$ cat src/rtl/imem_fetch_buffer.sv
// imem_fetch_buffer: instruction fetch stage between instruction memory and the core.
// Issues sequential word fetches over a req/gnt/rvalid handshake, buffers in-order
// responses in a DEPTH-entry FIFO and presents them as a valid/ready stream tagged
// with their PC. A redirect flushes the FIFO and discards in-flight responses.
//
// Ports:
//   clk, reset_n            clock; synchronous active-high reset (1 = reset)
//   redirect, redirect_pc   fetch restart request and new PC (bits [1:0] ignored)
//   instr, instr_pc         head instruction word and its address
//   instr_valid/ready       output stream handshake
//   mem_req, mem_addr       fetch request (combinational) and word address
//   mem_gnt                 request accepted
//   mem_rvalid, mem_rdata   in-order response
//   perf_bubbles            only with IFB_PERF_CNT_EN: saturating count of cycles in
//                           FETCH where the core was ready but no instruction was valid
//
// Optional feature macro: IFB_PERF_CNT_EN
module imem_fetch_buffer #(
  parameter int unsigned     nbit     = 32,
  parameter int unsigned     DEPTH    = 4,
  parameter logic [nbit-1:0] RESET_PC = '0
) (
  input  logic            clk,
  input  logic            reset_n,
  input  logic            redirect,
  input  logic [nbit-1:0] redirect_pc,
  output logic [nbit-1:0] instr,
  output logic [nbit-1:0] instr_pc,
  output logic            instr_valid,
  input  logic            instr_ready,
  output logic            mem_req,
  output logic [nbit-1:0] mem_addr,
  input  logic            mem_gnt,
  input  logic            mem_rvalid,
  input  logic [nbit-1:0] mem_rdata
`ifdef IFB_PERF_CNT_EN
  ,
  output logic [31:0]     perf_bubbles
`endif
);

  localparam int unsigned PW = (DEPTH > 1) ? $clog2(DEPTH) : 1;
  localparam int unsigned CW = PW + 1;
  localparam logic [nbit-1:0] WORD_STEP = nbit'(4);

  typedef enum logic [1:0] {IDLE, FETCH, FLUSH} state_e;

  state_e          state_q;
  logic [nbit-1:0] fetch_pc_q, fetch_pc_d;
  logic [nbit-1:0] resp_pc_q, resp_pc_d;
  logic [CW-1:0]   outst_q, outst_d;
  logic [CW-1:0]   discard_q, discard_d;
  logic [CW-1:0]   cnt_q, cnt_d, cnt_left;
  logic [PW-1:0]   rd_ptr_q, rd_ptr_d, wr_ptr_q, wr_ptr_d;
  logic [nbit-1:0] data_mem_q [DEPTH];
  logic [nbit-1:0] pc_mem_q   [DEPTH];
  logic [nbit-1:0] instr_q, instr_d, instr_pc_q, instr_pc_d;
  logic            instr_valid_q, instr_valid_d;
  logic [nbit-1:0] redirect_pc_al;
  logic            gnt_c, rv_c, drop_c, push_c, pop_c;
  logic            unused_pc_lsbs;

  assign unused_pc_lsbs = ^redirect_pc[1:0];

  // Request is gated so that buffered + in-flight words never exceed FIFO capacity.
  assign mem_req  = (state_q == FETCH) && !redirect && ((cnt_q + outst_q) < CW'(DEPTH));
  assign mem_addr = fetch_pc_q;

  assign instr       = instr_q;
  assign instr_pc    = instr_pc_q;
  assign instr_valid = instr_valid_q;

  // Next-state for counters, FIFO pointers and the head register.
  always_comb begin
    redirect_pc_al = {redirect_pc[nbit-1:2], 2'b00};
    gnt_c          = mem_req && mem_gnt;
    rv_c           = mem_rvalid && (outst_q != '0);
    drop_c         = rv_c && (discard_q != '0);
    // A response landing in the redirect cycle belongs to the old stream.
    push_c         = rv_c && !drop_c && !redirect;
    pop_c          = instr_valid_q && instr_ready && !redirect;
    outst_d        = outst_q + CW'(gnt_c) - CW'(rv_c);
    cnt_left       = cnt_q - CW'(pop_c);

    fetch_pc_d     = fetch_pc_q;
    resp_pc_d      = resp_pc_q;
    discard_d      = discard_q;
    cnt_d          = cnt_left + CW'(push_c);
    rd_ptr_d       = rd_ptr_q + PW'(pop_c);
    wr_ptr_d       = wr_ptr_q + PW'(push_c);
    instr_d        = instr_q;
    instr_pc_d     = instr_pc_q;
    instr_valid_d  = 1'b0;

    if (redirect) begin
      cnt_d      = '0;
      rd_ptr_d   = '0;
      wr_ptr_d   = '0;
      discard_d  = outst_d;
      fetch_pc_d = redirect_pc_al;
      resp_pc_d  = redirect_pc_al;
    end else begin
      if (drop_c) discard_d  = discard_q - CW'(1);
      if (gnt_c)  fetch_pc_d = fetch_pc_q + WORD_STEP;
      if (push_c) resp_pc_d  = resp_pc_q + WORD_STEP;
      // Head comes straight from the response when the FIFO would otherwise be empty.
      if (cnt_d != '0) begin
        instr_valid_d = 1'b1;
        if (cnt_left == '0) begin
          instr_d    = mem_rdata;
          instr_pc_d = resp_pc_q;
        end else begin
          instr_d    = data_mem_q[rd_ptr_d];
          instr_pc_d = pc_mem_q[rd_ptr_d];
        end
      end
    end
  end

  // FSM and control registers.
  always_ff @(posedge clk) begin
    if (reset_n) begin
      state_q       <= IDLE;
      fetch_pc_q    <= RESET_PC;
      resp_pc_q     <= RESET_PC;
      outst_q       <= '0;
      discard_q     <= '0;
      cnt_q         <= '0;
      rd_ptr_q      <= '0;
      wr_ptr_q      <= '0;
      instr_q       <= '0;
      instr_pc_q    <= '0;
      instr_valid_q <= 1'b0;
    end else begin
      case (state_q)
        IDLE:    state_q <= FETCH;
        FETCH:   if (redirect && (outst_d != '0)) state_q <= FLUSH;
        FLUSH:   if (discard_d == '0) state_q <= FETCH;
        default: state_q <= IDLE;
      endcase
      fetch_pc_q    <= fetch_pc_d;
      resp_pc_q     <= resp_pc_d;
      outst_q       <= outst_d;
      discard_q     <= discard_d;
      cnt_q         <= cnt_d;
      rd_ptr_q      <= rd_ptr_d;
      wr_ptr_q      <= wr_ptr_d;
      instr_q       <= instr_d;
      instr_pc_q    <= instr_pc_d;
      instr_valid_q <= instr_valid_d;
    end
  end

  // FIFO storage; contents are qualified by the count, so no reset needed.
  always_ff @(posedge clk) begin
    if (push_c) begin
      data_mem_q[wr_ptr_q] <= mem_rdata;
      pc_mem_q[wr_ptr_q]   <= resp_pc_q;
    end
  end

  // A response with nothing outstanding is a memory protocol violation.
  a_no_spurious_rvalid: assert property (@(posedge clk) disable iff (reset_n)
    !(mem_rvalid && (outst_q == '0)));

`ifdef IFB_PERF_CNT_EN
  logic [31:0] perf_q;

  // Saturating bubble counter.
  always_ff @(posedge clk) begin
    if (reset_n) begin
      perf_q <= '0;
    end else if ((state_q == FETCH) && instr_ready && !instr_valid_q && (perf_q != 32'hFFFF_FFFF)) begin
      perf_q <= perf_q + 32'd1;
    end
  end

  assign perf_bubbles = perf_q;
`endif

endmodule

$ cat config.mk
export PLATFORM = sky130hd
export DESIGN_NAME = imem_fetch_buffer
export DESIGN_NICKNAME = d
export VERILOG_FILES = /design/src/rtl/imem_fetch_buffer.sv
export SDC_FILE = /design/constraint.sdc
export NUM_CORES = 1
export LEC_CHECK = 0
export ABC_AREA = 1
export ABC_CLOCK_PERIOD_IN_PS = 7430
export CAP_MARGIN = 20
export CORE_ASPECT_RATIO = 1.2
export CORE_UTILIZATION = 55
export CTS_CLUSTER_DIAMETER = 50
export DETAILED_ROUTE_END_ITERATION = 7
export PLACE_DENSITY = 0.77
export REMOVE_ABC_BUFFERS = 1
export SETUP_SLACK_MARGIN = 0.4
export SYNTH_ARGS = -nofsm -noshare
export SYNTH_HDL_FRONTEND = slang
export SYNTH_SLANG_ARGS = --single-unit
$ cat constraint.sdc
create_clock -name clk -period 7.43 [get_ports clk]
set_input_delay 1.486 -clock clk [delete_from_list [all_inputs] [get_ports clk]]
set_output_delay 1.486 -clock clk [all_outputs]
set_load 0.01 [all_outputs]
Yosys cells after proc, flatten, opt, wreduce, memory -nomap -nowiden:

Memory sizes are Yosys's and may differ from the RTL's.
Index checks and enable logic that the tools add are counted.

* flip-flop bits (word level): 144
* RAM bits: 256
* logic and storage cells: 69
* memories: 2

* add/sub/neg operators: 10
* $lt $le $gt $ge: 1
* eq/ne operators: 4
* mux-type cells: 14
* bitwise gates (word level): 1
* reduce and logical (&&, ||, !) cells: 24

Memories
* data_mem_q: depth 4, width 32, rd ports 1, clocked after memory_dff 0, write ports 1, line 55 `logic [nbit-1:0] data_mem_q [DEPTH];`
* pc_mem_q: depth 4, width 32, rd ports 1, clocked after memory_dff 0, write ports 1, line 56 `logic [nbit-1:0] pc_mem_q [DEPTH];`

Operators with widths (count)
* 2-to-1 mux 32 bit: 6
* adder 32 x 3 -> 32 bit, second input constant: 2
* nonzero test 3 bit: 4
* logical AND 1 bit: 10
* adder 3 x 1 -> 3 bit: 2
* zero test 3 bit: 2
* 2-to-1 mux 3 bit: 2
* case mux 2 bit (3 select lines): 1
* subtractor 3 x 1 -> 3 bit: 2
* adder 2 x 1 -> 2 bit: 2
* 2-to-1 mux 2 bit: 2
* AND reduction 2 bit: 2
* nonzero test 2 bit: 2
* adder 3 bit: 1
* less-than comparator 3 bit, second input constant: 1
* 2-to-1 mux 1 bit: 3
* subtractor 3 x 1 -> 3 bit, second input constant: 1
* equality test 2 x 1 -> 1 bit, second input constant: 1
* equality test 2 bit, second input constant: 1
* zero test 1 bit: 2
* zero test 2 bit: 1
* != test 2 x 1 -> 1 bit, second input constant: 1
* != test 2 bit, second input constant: 1
* OR reduction 2 bit: 1
* inverter 1 bit: 1

Longest topological paths before layout:

* word-level depth: 10
* mapped depth: 19

Worst setup path after synthesis:

OpenSTA, ideal clock, no wires.

* path kind: input port to flip-flop
* start point: input mem_rvalid
* end point: memory data_mem_q[0][0] (enable)
* arrival: 6.384 ns
* slack: 0.487 ns
* stages on the path: 5
* path buffers: 0
* cell sequence: a21boi_2 nand2_2 nor2_1 inv_1 nor3_1

* word-level cells in the longest chain between the ends: 7

Ends and longest elaborated chain
* from (decl): line 34 `input logic mem_rvalid,`
* logical AND 1 bit (*): line 77 `rv_c = mem_rvalid && (outst_q != '0);`
* logical AND 1 bit: line 78 `drop_c = rv_c && (discard_q != '0);`
* zero test 1 bit: line 80 `push_c = rv_c && !drop_c && !redirect;`
* logical AND 1 bit (*) (2 in series): line 80
* 2-to-1 mux 1 bit (*): line 156 `if (push_c) begin`
* 2-to-1 mux 1 bit (not written as such) (*): line 157 `data_mem_q[wr_ptr_q] <= mem_rdata;`
* to (decl): line 55

Every way passes the cells marked *; elsewhere a longest branch is shown, timed or not.

Worst setup path after layout:

* start point: input redirect
* end point: output mem_req

* word-level cells in the longest chain between the ends: 3

Ends and longest elaborated chain
* from (decl): line 25 `input logic redirect,`
* zero test 1 bit: line 66 `assign mem_req = (state_q == FETCH) && !redirect && ((cnt_q + outst_q) < CW'(DEPTH));`
* logical AND 1 bit (2 in series): line 66
* to (decl): line 31 `output logic mem_req,`

Every way passes these cells.

==> metrics.md <==
| Metric | Value |
|---|---|
| Initial DRC count | `1129` |
| Post-synthesis mux area share | `0` |
| Synth Area in Simple Gates | `0.249` |
| Post-Synth Adder-Cell Area | `0.0105` |
| Post-synthesis cell area | `17300 um2` |
| Crit path launch | `redirect` |
| Synth unique cells | `37` |
| Hold Violations, Final | `0` |
| Vias/cell | `5.56` |
| Fill cells | `2437` |
| Initial Util | `0.564` |
| Die ar. | `32200 um2` |
| Post-DP HPWL | `26600 um` |
| Transition time of the tightest slew-check pin | `1.02 ns` |
| Worst hold path class | `reg2reg` |
| Worst hold stages | `1` |
| CP arrival | `3.29 ns` |
| Setup CP Type | `in2out` |
| Reg power frac | `0.467` |
| Layout Utilization | `0.665` |
| CP required | `5.94 ns` |
| CP Capture Type | `output pin` |
| CTS Sinks | `386` |
| Period utilization | `0.643` |
| Cts hold-fix bufs | `0` |
| GP Congestion | `0.954` |
| Pin count of the biggest net entering global routing | `87` |
| Power density over the cells | `279 nW/um2` |
| Total grt overflow | `0` |
| Mapped Avg Cell Area | `8.78 um2` |
| Post_cts resized | `0` |
| H-tree depth | `2` |
| CP startpoint kind | `primary input` |
| Final WL | `43000 um` |
| Status | `finished clean` |
| Clock Path Buffers | `3` |
| P_int | `0.00407 W` |
| Final worst setup slack | `2.66 ns` |
| Root Buffer | `clkbuf_16` |
| Clock latency on the worst-skew pair | `0.54 ns` |
| Largest cells by area after synthesis | `edfxtp_1 43%, dfxtp_1 16%, nand2_1 11%, nand3_1 7.5%, nor2_1 4.9%` |
| Initial antenna violation count | `0` |
| P_sw | `0.00163 W` |
| Top post-synthesis cells by count | `502 x nand2_1, 259 x nand3_1, 248 x edfxtp_1` |
| Hold slack | `0.469 ns` |
| First-pass GRT wire length | `68000 um` |
| Post-route ant nets | `0` |
| Sw Ratio | `0.286` |
| Total GRT Usage | `0.270` |
| Number of synthesized register bits | `386` |
| Via count | `14000` |
| Die Ht | `196 um` |
| CTS Buf Count | `40` |
| Worst R2R Path Depth | `11` |
| Clock Skews | `0.0104 ns` |
| Final nets | `2182` |
| Vias in the first global route | `13500` |
| Asr flop ratio synth | `0` |
| Peak VDD IR | `0.227 mV` |
| Postcts setup bufs | `0` |
| Compound-cell area share of the yosys netlist | `0.0709` |
| Post-synthesis sequential area ratio | `0.589` |
| Synth warn | `0` |
| Fin. max-slew vios | `0` |
| Register area | `10200 um2` |
| Fmax | `209 MHz` |
| Gate Count Post-Synth | `1974` |
| Slew HR | `0.319` |
| Clock Power Share | `0.338` |
| Clk slew on worst S/H paths | `0.06 ns` |
| Most instantiated library cell after synthesis | `nand2_1` |
| Row count | `70` |
| Area Growth Syn to Fin | `18.0%` |
| Die width | `164 um` |
| Top cell type's share of synthesized area | `0.430` |
| Setup TNS Final | `0 ns` |
| PortBufs | `161` |
| I/O Pins | `168` |
| CTS tree | `done` |
| Leak Pwr | `7.61 nW` |
| XOR/XNOR share of the synthesized area | `0.0155` |
| Post-synth EDFFs | `248` |
| Reg2reg start | `instr_valid` |
| Place WS | `2.26 ns` |
| Residual DRC | `0` |
| Area of the multi-input gates | `6070 um2` |
| Total core area | `30700 um2` |
| Max Cap Violations | `0` |
| Layout cells sized above 1 | `0.0474` |
| Final setup fails | `0` |
| Yosys top cell by area | `edfxtp_1` |
| 1st-pass router iterations | `6` |
| Synth Flop Type | `edfxtp_1` |
| Hold Startpoint | `state_q[1]` |
| Crit Path Max Fanout | `50` |
| Wire length per cell | `17.0 um` |
| RSZ-0062 raised after global routing | `no` |
| Largest family of logic cells by synthesized area | `simple AND/OR/NAND/NOR gates` |
| Comb power frac | `0.194` |
| Finished Layout Cells | `2525` |
| Placed Cells incl. Taps | `2452` |
| Ant. Diodes | `0` |
| Crit path time final | `4.77 ns` |
[critical path, cell delays in order]
cell	delay [ns]
clkdlybuf4s50_1	0.43
buf_4	0.32
nor3_1	0.34
nand3_1	0.11
inv_1	0.06
clkdlybuf4s50_1	0.53
[path summary, 6_finish.rpt]
path,endpoint,slack [ns]
worst min register to register,state_q[1],0.47
worst max-delay path,mem_req,2.66
worst max register to register,instr_pc[19],3.86
worst min-delay path,state_q[1],0.47
[area by class of cell]
type | instances | share of cell area
Multi-Input combinational cell | 1320 | 0.297
Clock inverter | 16 | 0.00667
Tap cell | 396 | 0.0242
Clock buffer | 57 | 0.0556
Inverter | 169 | 0.0311
Timing Repair Buffer | 181 | 0.0862
Sequential cell | 386 | 0.499
[power by group through the flow]
| stage | combinational (W) | sequential (W) | clock (W) |
|---|---|---|---|
| finish | 0.00111 | 0.00266 | 0.00193 |
| global placement | 0.00108 | 0.00270 | 0 |
| global route | 0.00125 | 0.00269 | 0.00204 |
| CTS | 0.00111 | 0.00266 | 0.00196 |
| floorplan | 0.000617 | 0.00272 | 0 |
| detailed placement | 0.00111 | 0.00271 | 0 |
[routing by layer]
layer	track usage	routed length [um]	share of wire	up-vias
met4	0.102	1300	0.030	0
met3	0.0368	2890	0.067	83
met5	0	0	0	-
li1	-	-	-	6812
met1	0.347	17800	0.41	6558
met2	0.463	21000	0.49	596
[state kept, by name, summed over array words and instances, names as in the netlist]
register	flops
discard_q	3
mem_addr	30
instr_pc	30
rd_ptr_q	2
resp_pc_q	30
outst_q	3
pc_mem_q	120
wr_ptr_q	2
state_q	2
cnt_q	3
instr	32
instr_valid	1
data_mem_q	128
[placed cells by master, fill, tap and decap left out, types with 2 or more instances in the layout]
master           instances
nand2_2                  3
o21ai_0                120
nand2_1                502
nor2_1                 227
clkbuf_8                 5
nand4_1                 15
buf_4                   20
inv_1                  164
a31oi_1                 16
nand3_1                259
o211ai_1                 3
conb_1                   4
o21ai_1                 54
clkinv_2                 6
nor3_2                   4
xnor2_1                  2
clkdlybuf4s50_1        161
dfxtp_1                138
inv_6                    7
clkbuf_16               41
a21oi_1                 40
edfxtp_1               248
inv_2                    4
xor2_1                  25
nor3b_1                  2
clkbuf_1                11
ha_1                    12
nor3_1                  19
[stage by stage]
step	power, W	instance area (um2)
3_5_place_dp	0.00381	19200
5_1_grt	0.00598	20400
6_report	0.00570	20400
4_1_cts	0.00573	20400
3_3_place_gp	0.00377	19200
2_1_floorplan	0.00334	16900
[cells by family (layout without fill, tap and decap cells)]
family / count (synthesis) / count (layout)
buffers and inverters: 271 / 423
other: 1 / 4
flip-flops: 386 / 386
adder cells (fa/ha/maj): 14 / 14
AND/OR/NAND/NOR: 1036 / 1036
XOR/XNOR: 29 / 29
AO/OA/AOI/OAI: 237 / 237
Power figures use the tool's default switching activity.
